$ cat config.mk
export PLATFORM = sky130hd
export DESIGN_NAME = pc060ha_nibble_mailbox
export DESIGN_NICKNAME = d
export VERILOG_FILES = /design/src/rtl/pc060ha_nibble_mailbox.sv
export SDC_FILE = /design/constraint.sdc
export NUM_CORES = 1
export LEC_CHECK = 0
export ABC_CLOCK_PERIOD_IN_PS = 2100
export BUFFER_PORTS_ARGS = -buffer_cell sky130_fd_sc_hd__buf_4
export CAP_MARGIN = 20
export CORE_UTILIZATION = 29
export DETAILED_ROUTE_END_ITERATION = 10
export HOLD_SLACK_MARGIN = 0.15
export PLACE_DENSITY = 0.47
export SYNTH_ARGS = -nofsm -noshare
export SYNTH_HDL_FRONTEND = slang
export SYNTH_SLANG_ARGS = --single-unit
$ cat constraint.sdc
create_clock -name CLK -period 2.1 [get_ports CLK]
set_input_delay 0.105 -clock CLK [delete_from_list [all_inputs] [get_ports CLK]]
set_output_delay 0.105 -clock CLK [all_outputs]
set_load 0.1 [all_outputs]
$ cat src/rtl/pc060ha_nibble_mailbox.sv
`default_nettype none
// ============================================================================
// Module   : pc060ha_nibble_mailbox
// Brief    : One-direction nibble mailbox with per-slot full flags, strobe
//            synchronizers and a level IRQ to the reader.
// Revision : 1.0 - initial release
// ============================================================================
module pc060ha_nibble_mailbox #(
    parameter int DW       = 4,
    parameter int SLOTS    = 4,
    parameter int PW       = 2,
    parameter int SYNC     = 2,
    parameter int IRQ_SLOT = 3
) (
    input  logic             CLK,
    input  logic             RESETTICK,
    input  logic             WSTB,
    input  logic             WSEL,
    input  logic [DW-1:0]    WDIN,
    input  logic             RSTB,
    input  logic             RSEL,
    input  logic [DW-1:0]    RDIN,
    output logic [DW-1:0]    RDOUT,
    output logic             RDVALID,
    output logic [SLOTS-1:0] STATUS,
    output logic             OVF,
    output logic             IRQ,
    output logic [SLOTS-1:0] SETPULSE,
    output logic [SLOTS-1:0] CLRPULSE
);

    localparam logic [PW-1:0]    c_ptr_one  = {{(PW-1){1'b0}}, 1'b1};
    localparam logic [SLOTS-1:0] c_slot_one = {{(SLOTS-1){1'b0}}, 1'b1};

    logic             w_wsync, w_rsync;
    logic             r_whist, r_rhist;
    logic             w_wev, w_rev;
    logic             w_wdata, w_wptrw, w_rdata, w_rctl;
    logic             w_same, w_ovf_set;
    logic [SLOTS-1:0] w_set_vec, w_clr_vec;
    logic [PW-1:0]    r_wptr, r_rptr;
    logic [DW-1:0]    r_slot [SLOTS];
    logic [DW-1:0]    r_rdout;
    logic             r_rdvalid, r_ovf;
    logic [SLOTS-1:0] r_status, r_setpulse, r_clrpulse;
    logic             w_unused_rdin;

    // Synchronizers preset to 1 so a strobe held across reset is not an event
    generate
        if (SYNC > 0) begin : g_sync
            logic [SYNC-1:0] r_wsync, r_rsync;
            always_ff @(posedge CLK or posedge RESETTICK) begin
                if (RESETTICK) begin
                    r_wsync <= '1;
                    r_rsync <= '1;
                end else begin
                    r_wsync[0] <= WSTB;
                    r_rsync[0] <= RSTB;
                    for (int i = 1; i < SYNC; i++) begin
                        r_wsync[i] <= r_wsync[i-1];
                        r_rsync[i] <= r_rsync[i-1];
                    end
                end
            end
            assign w_wsync = r_wsync[SYNC-1];
            assign w_rsync = r_rsync[SYNC-1];
        end else begin : g_nosync
            assign w_wsync = WSTB;
            assign w_rsync = RSTB;
        end
    endgenerate

    always_ff @(posedge CLK or posedge RESETTICK) begin
        if (RESETTICK) begin
            r_whist <= 1'b1;
            r_rhist <= 1'b1;
        end else begin
            r_whist <= w_wsync;
            r_rhist <= w_rsync;
        end
    end

    assign w_wev   = w_wsync & ~r_whist;
    assign w_rev   = w_rsync & ~r_rhist;
    assign w_wdata = w_wev & ~WSEL;
    assign w_wptrw = w_wev & WSEL;
    assign w_rdata = w_rev & ~RSEL;
    assign w_rctl  = w_rev & RSEL;

    // A write into a slot being drained in the same cycle is not an overwrite
    assign w_same    = w_wdata & w_rdata & (r_wptr == r_rptr);
    assign w_ovf_set = w_wdata & r_status[r_wptr] & ~w_same;
    assign w_set_vec = w_wdata ? (c_slot_one << r_wptr) : '0;
    assign w_clr_vec = w_rdata ? (c_slot_one << r_rptr) : '0;

    always_ff @(posedge CLK or posedge RESETTICK) begin
        if (RESETTICK) begin
            for (int i = 0; i < SLOTS; i++) r_slot[i] <= '0;
        end else if (w_wdata) begin
            r_slot[r_wptr] <= WDIN;
        end
    end

    always_ff @(posedge CLK or posedge RESETTICK) begin
        if (RESETTICK) begin
            r_wptr     <= '0;
            r_rptr     <= '0;
            r_rdout    <= '0;
            r_rdvalid  <= 1'b0;
            r_ovf      <= 1'b0;
            r_status   <= '0;
            r_setpulse <= '0;
            r_clrpulse <= '0;
        end else begin
            r_rdvalid  <= w_rdata;
            r_setpulse <= w_set_vec;
            r_clrpulse <= w_clr_vec;
            // Set after clear so a same-slot write wins
            r_status   <= (r_status & ~w_clr_vec) | w_set_vec;

            if (w_wptrw)
                r_wptr <= WDIN[PW-1:0];
            else if (w_wdata)
                r_wptr <= r_wptr + c_ptr_one;

            if (w_rctl)
                r_rptr <= RDIN[PW-1:0];
            else if (w_rdata)
                r_rptr <= r_rptr + c_ptr_one;

            if (w_rdata)
                r_rdout <= r_slot[r_rptr];

            if (w_ovf_set)
                r_ovf <= 1'b1;
            else if (w_rctl & RDIN[DW-1])
                r_ovf <= 1'b0;
        end
    end

    // Middle bits of RDIN carry no meaning
    assign w_unused_rdin = ^RDIN;

    assign RDOUT    = r_rdout;
    assign RDVALID  = r_rdvalid;
    assign STATUS   = r_status;
    assign OVF      = r_ovf;
    assign IRQ      = r_status[IRQ_SLOT];
    assign SETPULSE = r_setpulse;
    assign CLRPULSE = r_clrpulse;

endmodule
`default_nettype wire

# [Yosys cells after proc, flatten, opt, wreduce, memory -nomap -nowiden]
# Index checks and enable logic that the tools add are counted.
# W data, S select, Z words.
[word_totals] register_bits=44 input_bits=14 out_inout_bits=19 word_cells=66
[classes] add_sub_neg=2 order_cmp=4 n_eq_ne=1 shift=2 mux=16 n_bitwise=21 reduce_logical=4
[ops] operator="$mux W4" n=5
[ops] operator="$bwmux W16" n=1
[ops] operator="$and A1 B1 Y1" n=11
[ops] operator="$bmux W4 S2" n=1
[ops] operator="$demux W4 S2" n=1
[ops] operator="$mux W2" n=4
[ops] operator="$shl A1 B2 Y4 const A" n=2
[ops] operator="$ge A3 B3 Y1 const B" n=2
[ops] operator="$not A2 Y3" n=2
[ops] operator="$reduce_bool A2 Y1" n=3
[ops] operator="$not A1 Y1" n=5
[ops] operator="$add A2 B1 Y2 const B" n=2
[ops] operator="$and A4 B4 Y4" n=1
[ops] operator="$not A4 Y4" n=1
[ops] operator="$or A4 B4 Y4" n=1
[ops] operator="$lt A2 B3 Y1 const B" n=1
[ops] operator="$lt A3 B1 Y1 const B" n=1
[ops] operator="$mux W1" n=3
[ops] operator="$bmux W1 S2" n=1
[ops] operator="$eq A2 B2 Y1" n=1
[ops] operator="$logic_and A1 B1 Y1" n=1

# [Longest topological paths before layout]
[depth] depth_word=8 mapped_depth=5 ltp_nobuf=4

# [Worst setup path before layout]
# OpenSTA, ideal clock, no wires.
[synth_timing] path_type="register -> register" startpoint="register r_status[3] (netlist: STATUS[3])" endpoint="register r_ovf (netlist: OVF)" setup_time_ns=0.123 t_arrival_ns=1.823 t_required_ns=1.977 setup_slack_ns=0.154 path_stages_with_launch=4 path_buffers=0 synth_period_minus_slack_ns=1.946 cell_sequence="dfrtp_1 > mux4_2 > a211o_1 > a32o_1"
[synth_between] elab_chain_len=5 elab_cells_between_ends=6 classes_between="mux: 3; bitwise: 2; reduce/logical: 1"
[synth_rtl] item="start: declaration" line_no="45" rtl="logic [SLOTS-1:0] r_status, r_setpulse, r_clrpulse;"
[synth_rtl] item="start signal: assignment" line_no="119" rtl="r_status <= (r_status & ~w_clr_vec) | w_set_vec;"
[synth_rtl] item="$bmux W1 S2 (*)" line_no="92" rtl="assign w_ovf_set = w_wdata & r_status[r_wptr] & ~w_same;"
[synth_rtl] item="$mux W1 (implied by the code) (*)" line_no="92"
[synth_rtl] item="$and A1 B1 Y1 (*) (2 in a row)" line_no="92"
[synth_rtl] item="$mux W1 / $reduce_bool A2 Y1 (equally long branches)"
[synth_rtl] item="end signal: assignment" line_no="110" rtl="r_ovf <= 1'b0;"
[synth_rtl] item="end signal: assignment" line_no="135" rtl="r_ovf <= 1'b1;"
[synth_rtl] item="end signal: assignment" line_no="137" rtl="r_ovf <= 1'b0;"
[synth_rtl] item="end: declaration" line_no="44" rtl="logic r_rdvalid, r_ovf;"
# Mark *: on every way between the ends. The rest lies on a longest branch, timed or not. The select of a mux whose other input is x is not followed.
# A chain may end at the register's enable or synchronous reset.

# [Final worst setup path]
[layout_timing] startpoint="register r_rptr[1]" endpoint="register r_rptr[1]"
[layout_between] elab_chain_len=3
[layout_rtl] item="start: declaration" line_no="41" rtl="logic [PW-1:0] r_wptr, r_rptr;"
[layout_rtl] item="start signal: assignment" line_no="127" rtl="r_rptr <= RDIN[PW-1:0];"
[layout_rtl] item="start signal: assignment" line_no="129" rtl="r_rptr <= r_rptr + c_ptr_one;"
[layout_rtl] item="$add A2 B1 Y2" line_no="129"
[layout_rtl] item="$mux W2" line_no="128" rtl="else if (w_rdata)"
[layout_rtl] item="$mux W2" line_no="126" rtl="if (w_rctl)"
# Every way passes these cells. The select of a mux whose other input is x is not followed.

==> results by group <==
Die
  – Die ar.: 6691 sq um
  – Core Area: 6026 sq um
  – # rows: 28
  – Starting Density: 0.3065
  – Num ports: 33
  – Die Y: 81.80 microns
  – DIE WIDTH: 81.80 microns

Pwr
  – Worst vdd ir: 1.263 mV
  – Switching Fraction: 0.4415
  – Clock network power share: 0.156
  – Int Pwr: 0.001795 W
  – Switching power: 0.001419 W
  – Power per standard cell area: 1364 nW/um^2
  – Combinational power share: 0.441
  – Sequential share of power: 0.403
  – Cell leakage power: 1.137 nW

Synthesis
  – Largest family of logic cells by synthesized area: multiplexers
  – Post-synthesis compound-gate area fraction: 0.03997
  – Synth unique cells: 23
  – Mean Syn Cell Area: 14.21 sq um
  – Yosys reg bits: 44
  – Yosys warns: 0
  – Post-Syn Nets: 152
  – Post-synth design cell area: 1847 sq um
  – Adder-cell share of the synthesized area: 0.05420
  – Simple-Gate Fraction of Synth Area: 0.05623
  – Portion of netlist area occupied by mux cells: 0.1992
  – Seq/Total Area, Yosys: 0.6003
  – Xor-xnor portion of the synthesized cell area: 0.009485
  – Gate Count Post-Synth: 130

Drt
  – Final WL: 3605 microns
  – Drt pass-1 iters: 4
  – DRC: 0
  – DR vias: 1112
  – Post-route ant nets: 0
  – DRT iter0 DRCs: 66
  – Avg WL per Cell: 14.42 microns
  – Via density: 4.448

Worst setup path
  – R2R Path End: r_rptr[1]$_DFFE_PP0P_
  – R2r setup slk: 170 ps
  – Critical path type: flop to flop
  – Slowest CP cell: dfrtp_1
  – Crit-path cells: inv_1 > ha_1 > mux2i_1 > dlygate4sd3_1 > o21ai_0
  – RR Startpoint: r_rptr[1]$_DFFE_PP0P_
  – Worst path required time: 2280 ps
  – Setup crit start: r_rptr[1]$_DFFE_PP0P_
  – Max stage delay on crit path: 640 ps
  – End of the critical path: r_rptr[1]$_DFFE_PP0P_
  – Crit path DAT: 2110 ps
  – Startpoint class of the critical path: flop
  – Worst R2R Path Depth: 5
  – CP Max Fanout: 9
  – CP Capture Type: flop

Timing
  – Final period util: 0.9197
  – Worst slew pin tran: 559.9 ps
  – Post-Route Setup TNS: 0 ps
  – Rel. slew slack: 0.6267
  – RSZ-0062 raised after global routing: false
  – Slew Viols, Final: 0
  – Clock Skew: 7.275 ps
  – Final worst path period need: 1931 ps
  – Final hold violation count: 0
  – Final setup fails: 0
  – FMAX: 517.7 MHz

Cells and area
  – Final Net Count: 197
  – Area growth syn-to-layout: 27.64%
  – Final Instance Area: 2357 sq um
  – N_diodes: 0
  – Layout cells sized above 1: 0.4171
  – Final Non-Filler Cells: 250

GRT
  – Wire length of the first global-routing pass: 5727 microns
  – Number of global-route vias before repair: 1076
  – Initial antenna violation count: 0
  – GRT overflow: 0
  – Total track usage: 0.1213
  – Largest net degree at the start of global routing: 45

Clocking
  – CTS tree: done
  – Clock Sink Count: 44
  – Setup repair bufs after CTS: 0
  – Worst-path clk slew: 80 ps
  – Clock root cell: clkbuf_8
  – TritonCTS buffer count: 5
  – CTS HTree Levels: 2
  – Clock Path Buffers: 2
  – Worst-Skew Late Latency: 290 ps

Hold path
  – HP Class: primary input to flop

Flow run
  – Max cap viols: 0

Placement
  – Placed Cells: 231
  – Placed instance area: 2155 sq um
  – Hpwl dp: 2398 microns
  – Routability cong.: 0.6548
  – I/O Buffers: 31

Status
  – Status: completed
==> metrics by stage <==
stage | utilization | hold slack [ps] | total power, W | setup WS (ps)
finish | 0.3912 | 199.2 | 0.003215 | 168.5
global route | 0.3912 | 199.3 | 0.003386 | 86.13
CTS | 0.3910 | 195.5 | 0.003258 | 44.28
detailed placement | 0.3576 | 215.1 | 0.002720 | 362.2
global placement | 0.3576 | 214.3 | 0.002690 | 339.8
floorplan | - | 109.5 | 0.002414 | 153.9
==> Yosys cell counts (all sizes together) <==
master,n,area (sq um)
a211o,1,8.760
a21o,4,30.03
a21oi,1,5.000
a32o,1,10.01
and2,4,25.02
buf,7,37.54
clkbuf,1,3.750
dfrtp,38,950.9
dfstp,6,157.7
ha,8,100.1
inv,9,33.78
mux2,20,225.2
mux2i,3,30.03
mux4,5,112.6
nand2,9,33.78
nand2b,2,12.51
nand3,1,5.000
nor2,1,3.750
nor3b,2,15.01
nor4b,1,8.760
o21ai,4,20.02
xnor2,2,17.52
==> routing by layer <==
| layer | share of wire | up-vias | track usage |
|---|---|---|---|
| li1 | - | 526 | - |
| met2 | 0.46 | 28 | 0.1736 |
| met3 | 0.048 | 5 | 0.04000 |
| met4 | 0.0083 | 0 | 0.04211 |
| met5 | 0 | - | 0 |
| met1 | 0.49 | 553 | 0.1704 |
==> worst min path at each step <==
| stage | start | to | slack (ps) | depth (start not counted) |
|---|---|---|---|---|
| 2_1_floorplan | RSTB | g_sync.r_rsync[0]$_DFF_PP1_ | 110 | 0 |
| 3_3_place_gp | WSTB | g_sync.r_wsync[0]$_DFF_PP1_ | 210 | 1 |
| 3_5_place_dp | RSTB | g_sync.r_rsync[0]$_DFF_PP1_ | 220 | 1 |
| 4_1_cts | RSEL | r_rptr[0]$_DFFE_PP0P_ | 200 | 4 |
| 5_1_grt | RSEL | RDVALID$_DFF_PP0_ | 200 | 3 |
| 6_report | RSEL | r_rptr[0]$_DFFE_PP0P_ | 200 | 4 |
==> critical path: cells and delay by family, from the launching register on <==
family | cells | cell delay, ps
buf+inv | 2 | 680
compound gates | 1 | 70
mux | 1 | 120
flops | 1 | 640
fa+ha+maj | 1 | 300
==> placed cells by master (no fill, tap or decap) <==
cell,instances
nand3_1,1
mux2_2,20
nor2_1,1
dfstp_2,6
dlygate4sd3_1,12
mux4_2,5
clkinvlp_4,1
dfrtp_1,37
clkinv_2,1
nor4b_1,1
a211o_1,1
ha_1,8
and2_1,4
inv_1,9
buf_4,34
o21ai_0,4
a21o_1,4
xnor2_1,2
mux2i_1,3
dfrtp_2,1
nor3b_1,2
a21oi_1,1
a32o_1,1
clkbuf_8,5
nand2b_1,2
nand2_1,9
==> what timing repair did <==
| action | CTS | global route |
|---|---|---|
| hold buffers | 12 | 0 |
| hold endpoints to repair | 59 | 0 |
| setup endpoints to repair | 0 | 1 |
| resized for setup | 0 | 1 |
==> flip-flops by register name, summed over array words and instances, names as in the netlist <==
register        cells
RDOUT               4
r_rhist             1
g_sync.r_rsync      2
r_wptr              2
SETPULSE            4
OVF                 1
r_whist             1
r_slot             16
CLRPULSE            4
STATUS              4
r_rptr              2
g_sync.r_wsync      2
RDVALID             1
==> final cells by class <==
cell class,count,area [sq um]
Clock inverter,2,12.51
Clock buffer,5,68.82
Multi-Input combinational cell,69,663.1
Sequential cell,44,1110
Fill cell,599,3669
Inverter,9,33.78
Timing Repair Buffer,46,375.4
Tap cell,75,93.84
==> power by group through the flow <==
| stage | Clock [W] | Sequential, W | Combinational [W] |
|---|---|---|---|
| finish | 0.000502 | 0.00130 | 0.00142 |
| global route | 0.000570 | 0.00134 | 0.00148 |
| CTS | 0.000525 | 0.00130 | 0.00143 |
| detailed placement | 0 | 0.00132 | 0.00140 |
| global placement | 0 | 0.00130 | 0.00139 |
| floorplan | 0 | 0.00190 | 0.000514 |
==> kinds of logic after synthesis <==
logic type,Yosys count
xor+xnor,2
simple gates,20
compound gates,11
flops,44
fa+ha+maj,8
buf+inv,17
mux,28
No activity file was read; power rests on OpenSTA's default activity.
